===== config.mk =====
export PLATFORM = sky130hd
export DESIGN_NAME = boolean_sweep_ctrl
export DESIGN_NICKNAME = d
export VERILOG_FILES = /design/src/rtl/boolean_sweep_ctrl.sv
export SDC_FILE = /design/constraint.sdc
export NUM_CORES = 1
export LEC_CHECK = 0
export ABC_AREA = 1
export CORE_ASPECT_RATIO = 1.25
export CORE_UTILIZATION = 44
export DETAILED_ROUTE_END_ITERATION = 16
export PLACE_DENSITY = 0.72
export REMOVE_ABC_BUFFERS = 1
export SLEW_MARGIN = 30
export SYNTH_ARGS = -nofsm -noshare
export SYNTH_HDL_FRONTEND = slang
export SYNTH_SLANG_ARGS = --single-unit

===== constraint.sdc =====
create_clock -name clk -period 1.6 [get_ports clk]
set_clock_uncertainty 0.2 [all_clocks]
set_input_delay 0.16 -clock clk [delete_from_list [all_inputs] [get_ports clk]]
set_output_delay 0.16 -clock clk [all_outputs]
set_load 0.05 [all_outputs]

===== src/rtl/boolean_sweep_ctrl.sv =====
// Truth-table sweep sequencer for an N_IN-input Boolean block: drives every input
// vector, samples F after SETTLE cycles, and compares against a golden table latched at start.
module boolean_sweep_ctrl #(
  parameter int N_IN   = 3,
  parameter int SETTLE = 1
) (
  input  logic                 clk,
  input  logic                 reset,
  input  logic                 start,
  input  logic                 abort,
  input  logic [2**N_IN-1:0]   expected,
  input  logic                 f_in,
  output logic [N_IN-1:0]      abc,
  output logic                 busy,
  output logic                 done,
  output logic                 pass,
  output logic [2**N_IN-1:0]   table_out,
  output logic [N_IN:0]        fail_cnt,
  output logic [N_IN-1:0]      fail_idx
);

  localparam int CW = (SETTLE > 1) ? $clog2(SETTLE) : 1;
  localparam logic [CW-1:0]   SETTLE_LAST = CW'(SETTLE - 1);
  localparam logic [N_IN-1:0] IDX_LAST    = '1;

  localparam logic [1:0] S_IDLE  = 2'd0;
  localparam logic [1:0] S_APPLY = 2'd1;
  localparam logic [1:0] S_DONE  = 2'd2;

  logic [1:0]           state;
  logic [N_IN-1:0]      idx;
  logic [CW-1:0]        cnt;
  logic [2**N_IN-1:0]   golden;
  logic                 mismatch;

  assign mismatch = f_in ^ golden[idx];

  always_ff @(posedge clk or posedge reset) begin
    if (reset) begin
      state     <= S_IDLE;
      idx       <= '0;
      cnt       <= '0;
      golden    <= '0;
      abc       <= '0;
      busy      <= 1'b0;
      done      <= 1'b0;
      pass      <= 1'b0;
      table_out <= '0;
      fail_cnt  <= '0;
      fail_idx  <= '0;
    end else begin
      case (state)
        S_IDLE: begin
          done <= 1'b0;
          if (start && !abort) begin
            golden    <= expected;
            idx       <= '0;
            abc       <= '0;
            cnt       <= '0;
            table_out <= '0;
            fail_cnt  <= '0;
            fail_idx  <= '0;
            pass      <= 1'b0;
            busy      <= 1'b1;
            state     <= S_APPLY;
          end
        end
        S_APPLY: begin
          // Abort takes priority over the sample that would land on this edge.
          if (abort) begin
            busy  <= 1'b0;
            abc   <= '0;
            pass  <= 1'b0;
            cnt   <= '0;
            state <= S_IDLE;
          end else if (cnt == SETTLE_LAST) begin
            cnt            <= '0;
            table_out[idx] <= f_in;
            if (mismatch) begin
              fail_cnt <= fail_cnt + (N_IN+1)'(1);
              if (fail_cnt == '0)
                fail_idx <= idx;
            end
            if (idx == IDX_LAST) begin
              busy  <= 1'b0;
              done  <= 1'b1;
              pass  <= (fail_cnt == '0) && !mismatch;
              state <= S_DONE;
            end else begin
              idx <= idx + 1'b1;
              abc <= idx + 1'b1;
            end
          end else begin
            cnt <= cnt + 1'b1;
          end
        end
        S_DONE: begin
          done  <= 1'b0;
          state <= S_IDLE;
        end
        default: begin
          busy  <= 1'b0;
          done  <= 1'b0;
          state <= S_IDLE;
        end
      endcase
    end
  end

endmodule


# [Yosys cells after proc, flatten, opt, wreduce, memory -nomap -nowiden]
# Index checks and enable logic that the tools add are counted.
[totals] wordCells=98 input_bits=13 out_inout_bits=21 regBits=35
[classes] n_eq_ne=13 bitwise=2 n_reduce_logical=19 n_mux=48 addsub=3 order_cmp=2
[op_table] operator="3-bit 2-to-1 mux" n=9
[op_table] operator="8-bit 2-to-1 mux" n=3
[op_table] operator="3-bit one-hot mux with 2 select lines" n=3
[op_table] operator="1-bit 2-to-1 mux" n=16
[op_table] operator="4-bit 2-to-1 mux" n=4
[op_table] operator="8-bit one-hot mux with 2 select lines" n=1
[op_table] operator="4-bit AND reduction" n=4
[op_table] operator="2-bit inequality test, second input constant" n=7
[op_table] operator="5-bit AND reduction" n=2
[op_table] operator="3-bit inequality test, second input constant" n=3
[op_table] operator="8-bit bitwise mux" n=1
[op_table] operator="2-bit 2-to-1 mux" n=4
[op_table] operator="4-bit one-hot mux with 2 select lines" n=1
[op_table] operator="3-bit AND reduction" n=2
[op_table] operator="6-bit AND reduction" n=1
[op_table] operator="4-bit by 1-bit adder with 4-bit output, second input constant" n=1
[op_table] operator="4-bit zero test" n=1
[op_table] operator="3-bit by 4-bit < comparator with 1-bit output, second input constant" n=1
[op_table] operator="1-bit one-hot mux with 2 select lines" n=2
[op_table] operator="2-bit one-hot mux with 2 select lines" n=1
[op_table] operator="2-bit AND reduction" n=2
[op_table] operator="3-bit by 1-bit adder with 3-bit output, second input constant" n=1
[op_table] operator="1-bit binary-select mux with 3-bit select" n=1
[op_table] operator="1-bit demux with 3-bit select" n=1
[op_table] operator="12 further kinds" n=15

# [Logic depth before layout (Yosys ltp)]
# Gate-level depths: netlist of run 1.
[depth] ltp_word=9 mapped_depth=11

# [Worst setup path before layout of run 1]
# Ideal clock, no wire load.
[synth_timing] path_kind="reg-to-reg" startpoint="register fail_cnt[2]" endpoint="register fail_cnt[3]" path_stages_with_launch=5 period_less_slack_ps=1671 setup_time_ps=74 arrival_ps=1398 t_required_ps=1326 slack_ps=-71 path_cell_list="dfrtp_1 nand3_1 xor2_1 or2_2 o21ai_2"
[synth_via] elab_chain_cells=5
[synth_rtl] element="start, declared" line_no="18" text="output logic [N_IN:0] fail_cnt,"
[synth_rtl] element="start signal, assigned" line_no="80" text="fail_cnt <= fail_cnt + (N_IN+1)'(1);"
[synth_rtl] element="4-bit by 1-bit adder with 4-bit output" line_no="80"
[synth_rtl] element="4-bit 2-to-1 mux" line_no="79" text="if (mismatch) begin"
[synth_rtl] element="4-bit 2-to-1 mux" line_no="76" text="end else if (cnt == SETTLE_LAST) begin"
[synth_rtl] element="4-bit 2-to-1 mux" line_no="70" text="if (abort) begin"
[synth_rtl] element="4-bit one-hot mux with 2 select lines" line_no="52" text="case (state)"
# Every way passes these cells. The select of a mux whose other input is x is not followed.
# A chain may end at the register's enable or synchronous reset.

# [Final worst setup path of run 1]
[layout_timing] startpoint="register idx[0]" endpoint="register abc[2]"
[layout_via] elab_chain_cells=5
[layout_rtl] element="start, declared" line_no="31" text="logic [N_IN-1:0] idx;"
[layout_rtl] element="start signal, assigned" line_no="90" text="idx <= idx + 1'b1;"
[layout_rtl] element="3-bit by 1-bit adder with 3-bit output" line_no="91" text="abc <= idx + 1'b1;"
[layout_rtl] element="3-bit 2-to-1 mux" line_no="84" text="if (idx == IDX_LAST) begin"
[layout_rtl] element="3-bit 2-to-1 mux" line_no="76"
[layout_rtl] element="3-bit 2-to-1 mux" line_no="70"
[layout_rtl] element="3-bit one-hot mux with 2 select lines" line_no="52"
[layout_rtl] element="end signal, assigned" line_no="91"
[layout_rtl] element="end, declared" line_no="13" text="output logic [N_IN-1:0] abc,"
# Several ways; a longest one is shown, not always the timed one. The select of a mux whose other input is x is not followed.

==> run_results.csv, run 1 <==
group,metric,value,unit
synthesis,yosys.area.top_type,"dfrtp_1",
die,rows,25,
synthesis,avgSynthCellArea,9.016,sq um
synthesis,syn_inst,199,
pwr,ir_worst_vdd,845.6,uV
timing,hold_viol,0,
routing,first_pass_iters,4,
clock_network,clock_latency,0.28,ns
placed_design,post-place-cells,303,
routing,wirelength,4070,microns
synthesis,async_flop_share,1.000,
placed_design,detailed_place_hpwl,2665,microns
clock_network,cts_max_path_buffers,2,
layout,final_cell_mix,"nand2_1 (36), dfrtp_1 (33), buf_12 (25)",
die,die_w,59.12,microns
synthesis,syn-cell-area,0.001794,sq mm
layout,antenna_cells,0,
worst_setup_path,crit_fanout,7,
global_route,gr-total-overflow,0,
outcome,violations,"negative setup slack",
layout,syn2layout_area_growth,61.02,%
timing,rsz0062_at_grt,"true",
timing,setup_tns,-0.7322,ns
layout,finalNetCount,282,
placed_design,gp_congestion,0.7914,
clock_network,root_buffer,"clkbuf_8",
synthesis,synthTopCellsByArea,"dfrtp_1 (47%), nand2_1 (9.4%), o21ai_0 (4.5%)",
synthesis,synth-seq-cells,34,
clock_network,tritoncts,"built",
worst_setup_path,cp_data_arrival_time,1.69,ns
synthesis,synth_edf_count,0,
synthesis,ys_seq_area_frac,0.4742,
die,core_area,0.003847,sq mm
layout,fin_cells,319,
pwr,pwr-share-comb,0.436,
pwr,p_total,2.945,mW
synthesis,synth.distinct_cells,30,
die,dieArea,0.004339,sq mm
synthesis,ys.flop_type,"dfrtp_1",
timing,worst_slack,-0.08302,ns
timing,whs,0.03044,ns
clock_network,clock_tree.htree_level_count,2,
pwr,pwr-share-clk,0.196,
pwr,powerDensity,1019,mW/mm^2
timing,fmax,594.2,MHz
die,die_y,73.40,microns
layout,layout_commonest_cell,"nand2_1",
synthesis,synth_top_area_share,0.4742,
placed_design,place_area,0.002547,sq mm
routing,drtIter0Drc,33,
worst_setup_path,cp-start-kind,"flip-flop",
clock_network,cts_sinks,34,
layout,finalInstanceArea,0.002889,sq mm
die,start_util,0.4663,
die,io_pins,34,
worst_setup_path,endpoint_kind,"flip-flop",
global_route,grt_pass1_vias,1534,
worst_setup_path,cp.required,1.60,ns
global_route,grt_pass1_wl,6603,microns
clock_network,path_clk_slew,0.06,ns
timing,worst_pin_slew,0.2951,ns
pwr,p_int,1.851,mW
timing,relSlewSlack,0.8033,
global_route,grt_max_degree,35,
hold_path,min_path_type,"input pin to asynchronous set/reset pin",
pwr,power_switching,1.094,mW
pwr,seq_power_share,0.368,
clock_network,cts_hold_buf,0,
timing,period_minus_slack,1.683,ns
pwr,leakage,1.311,nW
timing,finalCritPeriodShare,1.052,
global_route,antenna_found_initial,0,
routing,vias,1576,
placed_design,buffer_ports.inserted,33,
layout,drive_gt1_frac,0.4377,
run,cap_viol_max_count,0,
global_route,grtUsageTotal,0.2030,
clock_network,cts_made_buffers,5,
pwr,p_sw_frac,0.3715,
routing,wl_per_cell,12.76,microns
routing,final_antenna_net_count,0,
routing,viasPerCell,4.940,
timing,slew_viol_final,0,
synthesis,yosysWarnings,0,
routing,drc,0,
outcome,outcome,"finished, violations left",
worst_setup_path,path_class,"flip-flop to flip-flop",
timing,setup_viol,20,
==> routing by layer <==
layer	GRT usage	vias to the layer above	share of wire
li1	-	782	-
met2	0.3497	34	0.53
met1	0.2423	753	0.43
met5	0	-	0
met3	0.03697	7	0.027
met4	0.09524	0	0.020
==> power by group through the flow <==
stage | combinational, mW | sequential [mW] | clock (mW)
2_1_floorplan | 0.439 | 1.25 | 0
3_3_place_gp | 1.09 | 1.08 | 0
3_5_place_dp | 1.11 | 1.09 | 0
4_1_cts | 1.21 | 1.08 | 0.596
5_1_grt | 1.38 | 1.10 | 0.622
6_report | 1.28 | 1.08 | 0.576
==> Yosys cell counts (4+ instances only) <==
cell and number:
dfrtp_1 34, o21ai_0 16, nand3_1 7, inv_2 4, nand2_1 45, o31ai_1 8, inv_1 19, nor2_1 15
nand4_1 4, a21oi_1 7, o21ai_2 4, nand2_2 7, ha_1 4
==> through the flow <==
step / worst slack (ns) / utilization
detailed placement: -0.1792 / 0.6621
finish: -0.08302 / 0.7509
global placement: -0.1481 / 0.6621
global route: -0.1518 / 0.7509
CTS: -0.04777 / 0.7210
floorplan: -0.3633 / -
==> registers in the layout, indices dropped and copies added (netlist names) <==
register / cells
busy: 1
fail_cnt: 4
state: 2
abc: 3
idx: 3
done: 1
fail_idx: 3
pass: 1
golden: 8
table_out: 8
==> cells by family (layout without fill, tap and decap cells) <==
family	after synthesis	after routing	share of synthesized area
compound gates	37	37	0.1367
mux	2	2	0.01255
fa+ha+maj	4	4	0.02790
xor+xnor	1	1	0.004882
buf+inv	29	95	0.07740
simple gates	92	92	0.2664
flops	34	34	0.4742
==> worst max-delay path, stage by stage, from the launching register on <==
cell and delay [ns]:
dfrtp_1 0.42, ha_2 0.21, ha_4 0.17, buf_6 0.12, o21ai_4 0.25, nand3_2 0.14, o21ai_1 0.10
==> final timing paths <==
path	from	endpoint	slack, ns	cells after the start
worst min-delay path	reset	fail_cnt[3]	0.03	3
max in group asynchronous	reset	idx[2]	0.98	3
worst min register to register	golden[0]	golden[0]	0.32	2
worst max-delay path	idx[0]	abc[2]	-0.08	6
worst max register to register	idx[0]	abc[2]	-0.08	6
min in group clk	expected[0]	golden[0]	0.26	3
==> layout make-up <==
type,count,area (sq um)
fillers,262,958.4
repair buffers,65,849.6
multi-input cells,136,954.7
flip-flops and latches,34,852.1
well taps,54,67.56
inverters,23,88.84
clock buffers,7,76.32
==> timing repair <==
action / CTS / global route
gates cloned: 0 / 0
endpoints found under the setup margin: 23 / 23
buffers inserted: 5 / 4
resized for setup: 27 / 21
pin swaps: 7 / 2
Power figures use the tool's default switching activity.
==> run 2: changes to the inputs <==
--- a/config.mk
+++ b/config.mk
@@ -8,6 +8,8 @@
 export ABC_AREA = 1
 export CORE_ASPECT_RATIO = 1.25
 export CORE_UTILIZATION = 44
+export CTS_BUF_LIST = sky130_fd_sc_hd__clkbuf_16
+export CTS_CLUSTER_SIZE = 8
 export DETAILED_ROUTE_END_ITERATION = 16
 export PLACE_DENSITY = 0.72
 export REMOVE_ABC_BUFFERS = 1
==> run_results.csv, run 2 (synthesis gave the netlist of run 1 again) <==
group,metric,value,unit
clock_network,path_clk_slew,0.05,ns
timing,setup_viol,18,
global_route,grtUsageTotal,0.2130,
die,dieArea,0.004339,sq mm
timing,hold_viol,0,
placed_design,post-place-cells,303,
routing,vias,1602,
timing,period_minus_slack,1.713,ns
pwr,powerDensity,1095,mW/mm^2
routing,drtIter0Drc,46,
global_route,grt_pass1_wl,6803,microns
layout,drive_gt1_frac,0.4664,
pwr,ir_worst_vdd,813.1,uV
timing,whs,0.04185,ns
layout,syn2layout_area_growth,65.13,%
routing,final_antenna_net_count,0,
placed_design,gp_congestion,0.7914,
global_route,gr-total-overflow,0,
global_route,grt_max_degree,35,
global_route,grt_use_met3,0.06514,
outcome,violations,"negative setup slack",
worst_setup_path,cp_data_arrival_time,1.68,ns
global_route,grt_pass1_vias,1483,
die,core_area,0.003847,sq mm
clock_network,clock_latency,0.28,ns
worst_setup_path,timing.rr.start,"idx[0]",
layout,reg_top3,"golden x8, table_out x8, fail_cnt x4",
worst_setup_path,cp-start-kind,"flip-flop",
pwr,leakage,1.348,nW
global_route,met2_usage,0.3510,
layout,seq_area,852.1,sq um
timing,worst_slack,-0.1132,ns
clock_network,cts_max_path_buffers,2,
layout,utilization,0.7701,
routing,first_pass_iters,4,
routing,drc,0,
layout,layout_commonest_cell,"nand2_1",
die,io_pins,34,
clock_network,clock_tree.htree_level_count,2,
routing,wirelength,4392,microns
worst_setup_path,crit_start,"idx[0]",
placed_design,detailed_place_hpwl,2665,microns
outcome,outcome,"finished, violations left",
global_route,antenna_found_initial,0,
worst_setup_path,rr_endpoint,"fail_idx[0]",
layout,fin_cells,322,
layout,multi_input_area,970.9,sq um
worst_setup_path,r2r_cells,11,
die,die_w,59.12,microns
timing,fmax,583.7,MHz
routing,wl_per_cell,13.64,microns
hold_path,min_path_type,"input pin to asynchronous set/reset pin",
layout,antenna_cells,0,
timing,rsz0062_at_grt,"true",
worst_setup_path,endpoint_kind,"flip-flop",
timing,finalCritPeriodShare,1.071,
global_route,busiest_layer,"met2",
clock_network,cts_made_buffers,5,
worst_setup_path,r2r_setup_slack,-0.11,ns
die,die_y,73.40,microns
clock_network,cts_sinks,34,
layout,n_fill_cell,234,
timing,relSlewSlack,0.8113,
worst_setup_path,crit_fanout,6,
placed_design,buffer_ports.inserted,33,
die,start_util,0.4663,
routing,viasPerCell,4.975,
clock_network,root_buffer,"clkbuf_16",
worst_setup_path,endpoint,"fail_idx[0]",
layout,final_cell_mix,"nand2_1 (34), dfrtp_1 (33), buf_4 (27)",
worst_setup_path,cp.required,1.56,ns
die,rows,25,
worst_setup_path,path_class,"flip-flop to flip-flop",
timing,worst_pin_slew,0.2819,ns
run,cap_viol_max_count,0,
timing,slew_viol_final,0,
global_route,met1_usage,0.2583,
layout,finalNetCount,285,
clock_network,tritoncts,"built",
==> run 2: timing repair <==
action | CTS | global route
endpoints found under the setup margin | 21 | 23
hold buffers | 0 | 0
endpoints found under the hold margin | 0 | 0
buffers inserted | 11 | 1
pin swaps | 14 | 8
gates resized for setup | 28 | 27
==> run 2: power breakdown <==
group | internal, mW | switching [mW] | total [mW]
Combinational | 0.571 | 0.712 | 1.28
Sequential | 0.972 | 0.111 | 1.08
Clock | 0.555 | 0.324 | 0.879
==> run 2: critical path: stages (launching register included) <==
cell and delay [ns]:
dfrtp_1 0.42, buf_6 0.15, nand2_2 0.05, nand2_1 0.05, nand2_1 0.09, nand2_2 0.08, nor2_2 0.10, nand2_2 0.08
nand3_4 0.14, nand3_4 0.11, nand2_1 0.09, nand2_1 0.06
==> run 2: layout make-up <==
| cell class | count | area share |
|---|---|---|
| Clock buffer | 5 | 0.04223 |
| Clock inverter | 2 | 0.002534 |
| Inverter | 23 | 0.02998 |
| Multi-Input combinational cell | 136 | 0.3277 |
| Sequential cell | 34 | 0.2876 |
| Tap cell | 54 | 0.02280 |
| Timing Repair Buffer | 68 | 0.2872 |
==> run 2: worst min path at each step <==
stage | cells after the start | end | startpoint
6_report | 3 | fail_cnt[0] | reset
4_1_cts | 3 | fail_cnt[0] | reset
3_3_place_gp | 1 | golden[2] | golden[2]
5_1_grt | 3 | fail_cnt[0] | reset
3_5_place_dp | 2 | golden[0] | golden[0]
2_1_floorplan | 1 | abc[0] | reset
==> run 2: per-stage QoR <==
stage	total power [mW]	instance area [sq um]	setup slack, ns	TNS [ns]
6_report	3.244	2963	-0.1132	-0.9869
4_1_cts	3.179	2860	-0.05379	-0.5075
5_1_grt	3.402	2963	-0.1982	-2.727
3_5_place_dp	2.194	2547	-0.1792	-3.345
3_3_place_gp	2.168	2547	-0.1481	-2.712
2_1_floorplan	1.690	1742	-0.3633	-6.908
==> run 2: metal layers <==
metal / vias to the layer above / wire length, microns / share of wire
li1: 783 / - / -
met4: 0 / 104 / 0.024
met5: - / 0 / 0
met1: 767 / 1776 / 0.40
met2: 43 / 2346 / 0.53
met3: 9 / 165 / 0.038
==> run 3: changes to the inputs <==
--- a/config.mk
+++ b/config.mk
@@ -7,6 +7,7 @@
 export LEC_CHECK = 0
 export ABC_AREA = 1
 export CORE_ASPECT_RATIO = 1.25
+export CORE_MARGIN = 2
 export CORE_UTILIZATION = 44
 export CTS_BUF_LIST = sky130_fd_sc_hd__clkbuf_16
 export CTS_CLUSTER_SIZE = 8
==> run_results.csv, run 3 (synthesis gave the netlist of run 1 again) <==
group,metric,value,unit
die,io_pins,34,
placed_design,buffer_ports.inserted,33,
layout,drive_gt1_frac,0.4552,
pwr,seq_power_share,0.322,
routing,wl_per_cell,14.01,microns
clock_network,tritoncts,"built",
worst_setup_path,path_class,"flip-flop to flip-flop",
routing,wirelength,4510,microns
clock_network,cts_made_buffers,5,
pwr,powerDensity,1118,mW/mm^2
pwr,leakage,1.354,nW
layout,seq_area,853.3,sq um
run,cap_viol_max_count,0,
placed_design,post-place-ws,-0.1807,ns
pwr,p_sw_frac,0.3579,
worst_setup_path,path_common_cell,"nand2_2",
worst_setup_path,crit_fanout,8,
global_route,antenna_found_initial,0,
clock_network,root_buffer,"clkbuf_16",
routing,first_pass_iters,4,
die,die_y,75.40,microns
timing,rsz0062_at_grt,"true",
global_route,gr-total-overflow,0,
placed_design,place_area,0.002562,sq mm
global_route,grtUsageTotal,0.2079,
outcome,violations,"negative setup slack",
die,dieArea,0.004608,sq mm
timing,setup_tns,-0.7978,ns
timing,slew_viol_final,0,
timing,fmax,581.2,MHz
pwr,power_switching,1.197,mW
routing,final_antenna_net_count,0,
outcome,outcome,"finished, violations left",
worst_setup_path,crit_start,"idx[0]",
worst_setup_path,cp-start-kind,"flip-flop",
die,start_util,0.4663,
global_route,grt_pass1_vias,1598,
layout,finalInstanceArea,0.002992,sq mm
layout,finalNetCount,284,
timing,period_minus_slack,1.721,ns
die,die_w,61.12,microns
worst_setup_path,endpoint_kind,"flip-flop",
pwr,pwr-share-comb,0.410,
layout,reg_top3,"golden x8, table_out x8, fail_cnt x4",
placed_design,gp_congestion,0.8010,
timing,setup_viol,15,
timing,finalCritPeriodShare,1.075,
routing,drtIter0Drc,47,
layout,utilization,0.7776,
placed_design,detailed_place_hpwl,2800,microns
clock_network,path_clk_slew,0.05,ns
worst_setup_path,cp_data_arrival_time,1.72,ns
global_route,grt_pass1_wl,6975,microns
die,rows,25,
worst_setup_path,crit_chain,"buf_6, inv_6, nand2_1, nand2_1, nand2_2, nand2_2, nor2_4, nand2_2, nand3_4, nand2_8, nand2_2, o21ai_2",
layout,multi_input_area,968.4,sq um
layout,syn2layout_area_growth,66.74,%
clock_network,clock_tree.htree_level_count,2,
pwr,ir_worst_vdd,933.9,uV
worst_setup_path,worst-path-buf-inv,2,
routing,viasPerCell,4.997,
pwr,p_int,2.148,mW
worst_setup_path,cp.required,1.60,ns
layout,antenna_cells,0,
worst_setup_path,timing.rr.start,"idx[0]",
routing,vias,1609,
clock_network,cts_hold_buf,0,
timing,relSlewSlack,0.8356,
layout,final_cell_mix,"nand2_1 (35), dfrtp_1 (32), buf_12 (25)",
timing,worst_pin_slew,0.2447,ns
pwr,pwr-share-clk,0.268,
global_route,grt_max_degree,35,
worst_setup_path,crit_family,"simple AND/OR/NAND/NOR gates",
timing,hold_viol,0,
clock_network,cts_sinks,34,
timing,worst_slack,-0.1206,ns
pwr,p_total,3.345,mW
worst_setup_path,crit_path_max_incr_delay,0.39,ns
worst_setup_path,cpMaxStageDelayCell,"dfrtp_1",
hold_path,min_path_type,"input pin to asynchronous set/reset pin",
die,core_area,0.003847,sq mm
clock_network,cts_max_path_buffers,2,
layout,n_fill_cell,242,
clock_network,clock_latency,0.28,ns
routing,drc,0,
layout,layout_commonest_cell,"nand2_1",
run 3: cell types whose count changed in the layout (fill, tap and decap cells not counted), sizes merged:
cell and change:
clkinv +2, buf -1, inv -1
run 3: timing repair:
| item | CTS | global route |
|---|---|---|
| gates cloned | 0 | 0 |
| buffers inserted | 6 | 3 |
| setup endpoints to repair | 19 | 30 |
| resized for setup | 25 | 30 |
| pin swaps | 10 | 9 |
run 3: worst reg2reg max path, delay by kind of cell, from the launching register on:
family / cells / cell delay [ns]
AOI/OAI and AO/OA: 1 / 0.06
buffers and inverters: 2 / 0.20
DFF: 1 / 0.39
and+or+nand+nor: 9 / 0.80
run 3: cell type report:
| cell class | instances | area share |
|---|---|---|
| Inverter | 23 | 0.03220 |
| Multi-Input combinational cell | 136 | 0.3237 |
| Tap cell | 54 | 0.02258 |
| Clock buffer | 5 | 0.04182 |
| Timing Repair Buffer | 67 | 0.2903 |
| Clock inverter | 3 | 0.004182 |
| Sequential cell | 34 | 0.2852 |
run 3: layer usage:
layer  global-route usage  wire length, microns  up-vias
li1                     -                     -      790
met1               0.2363                  1822      760
met2               0.3522                  2357       44
met3              0.07301                   187       15
met4              0.08454                   143        0
met5                    0                     0        -
run 3: per-stage QoR:
| step | cells | hold slack, ns |
|---|---|---|
| final | 322 | 0.04350 |
| after global routing | 322 | 0.06191 |
| after CTS | 319 | 0.05510 |
| after detailed placement | 305 | 0.3003 |
| after global placement | 305 | 0.2889 |
| after floorplan | 193 | 0.1016 |
run 3: final timing paths:
path	end	slack [ns]	depth (start not counted)
max	fail_cnt[0]	-0.12	12
min	fail_idx[2]	0.04	3
max reg2reg	fail_cnt[0]	-0.12	12
min reg2reg	golden[2]	0.30	1
max in group asynchronous	idx[2]	0.96	3
min in group clk	golden[6]	0.27	3
run 3: power groups by stage:
stage	clock network [mW]	logic (mW)	registers, mW
floorplan	0	0.439	1.25
global placement	0	1.12	1.08
detailed placement	0	1.14	1.09
CTS	0.903	1.26	1.08
global route	0.959	1.47	1.09
finish	0.897	1.37	1.08
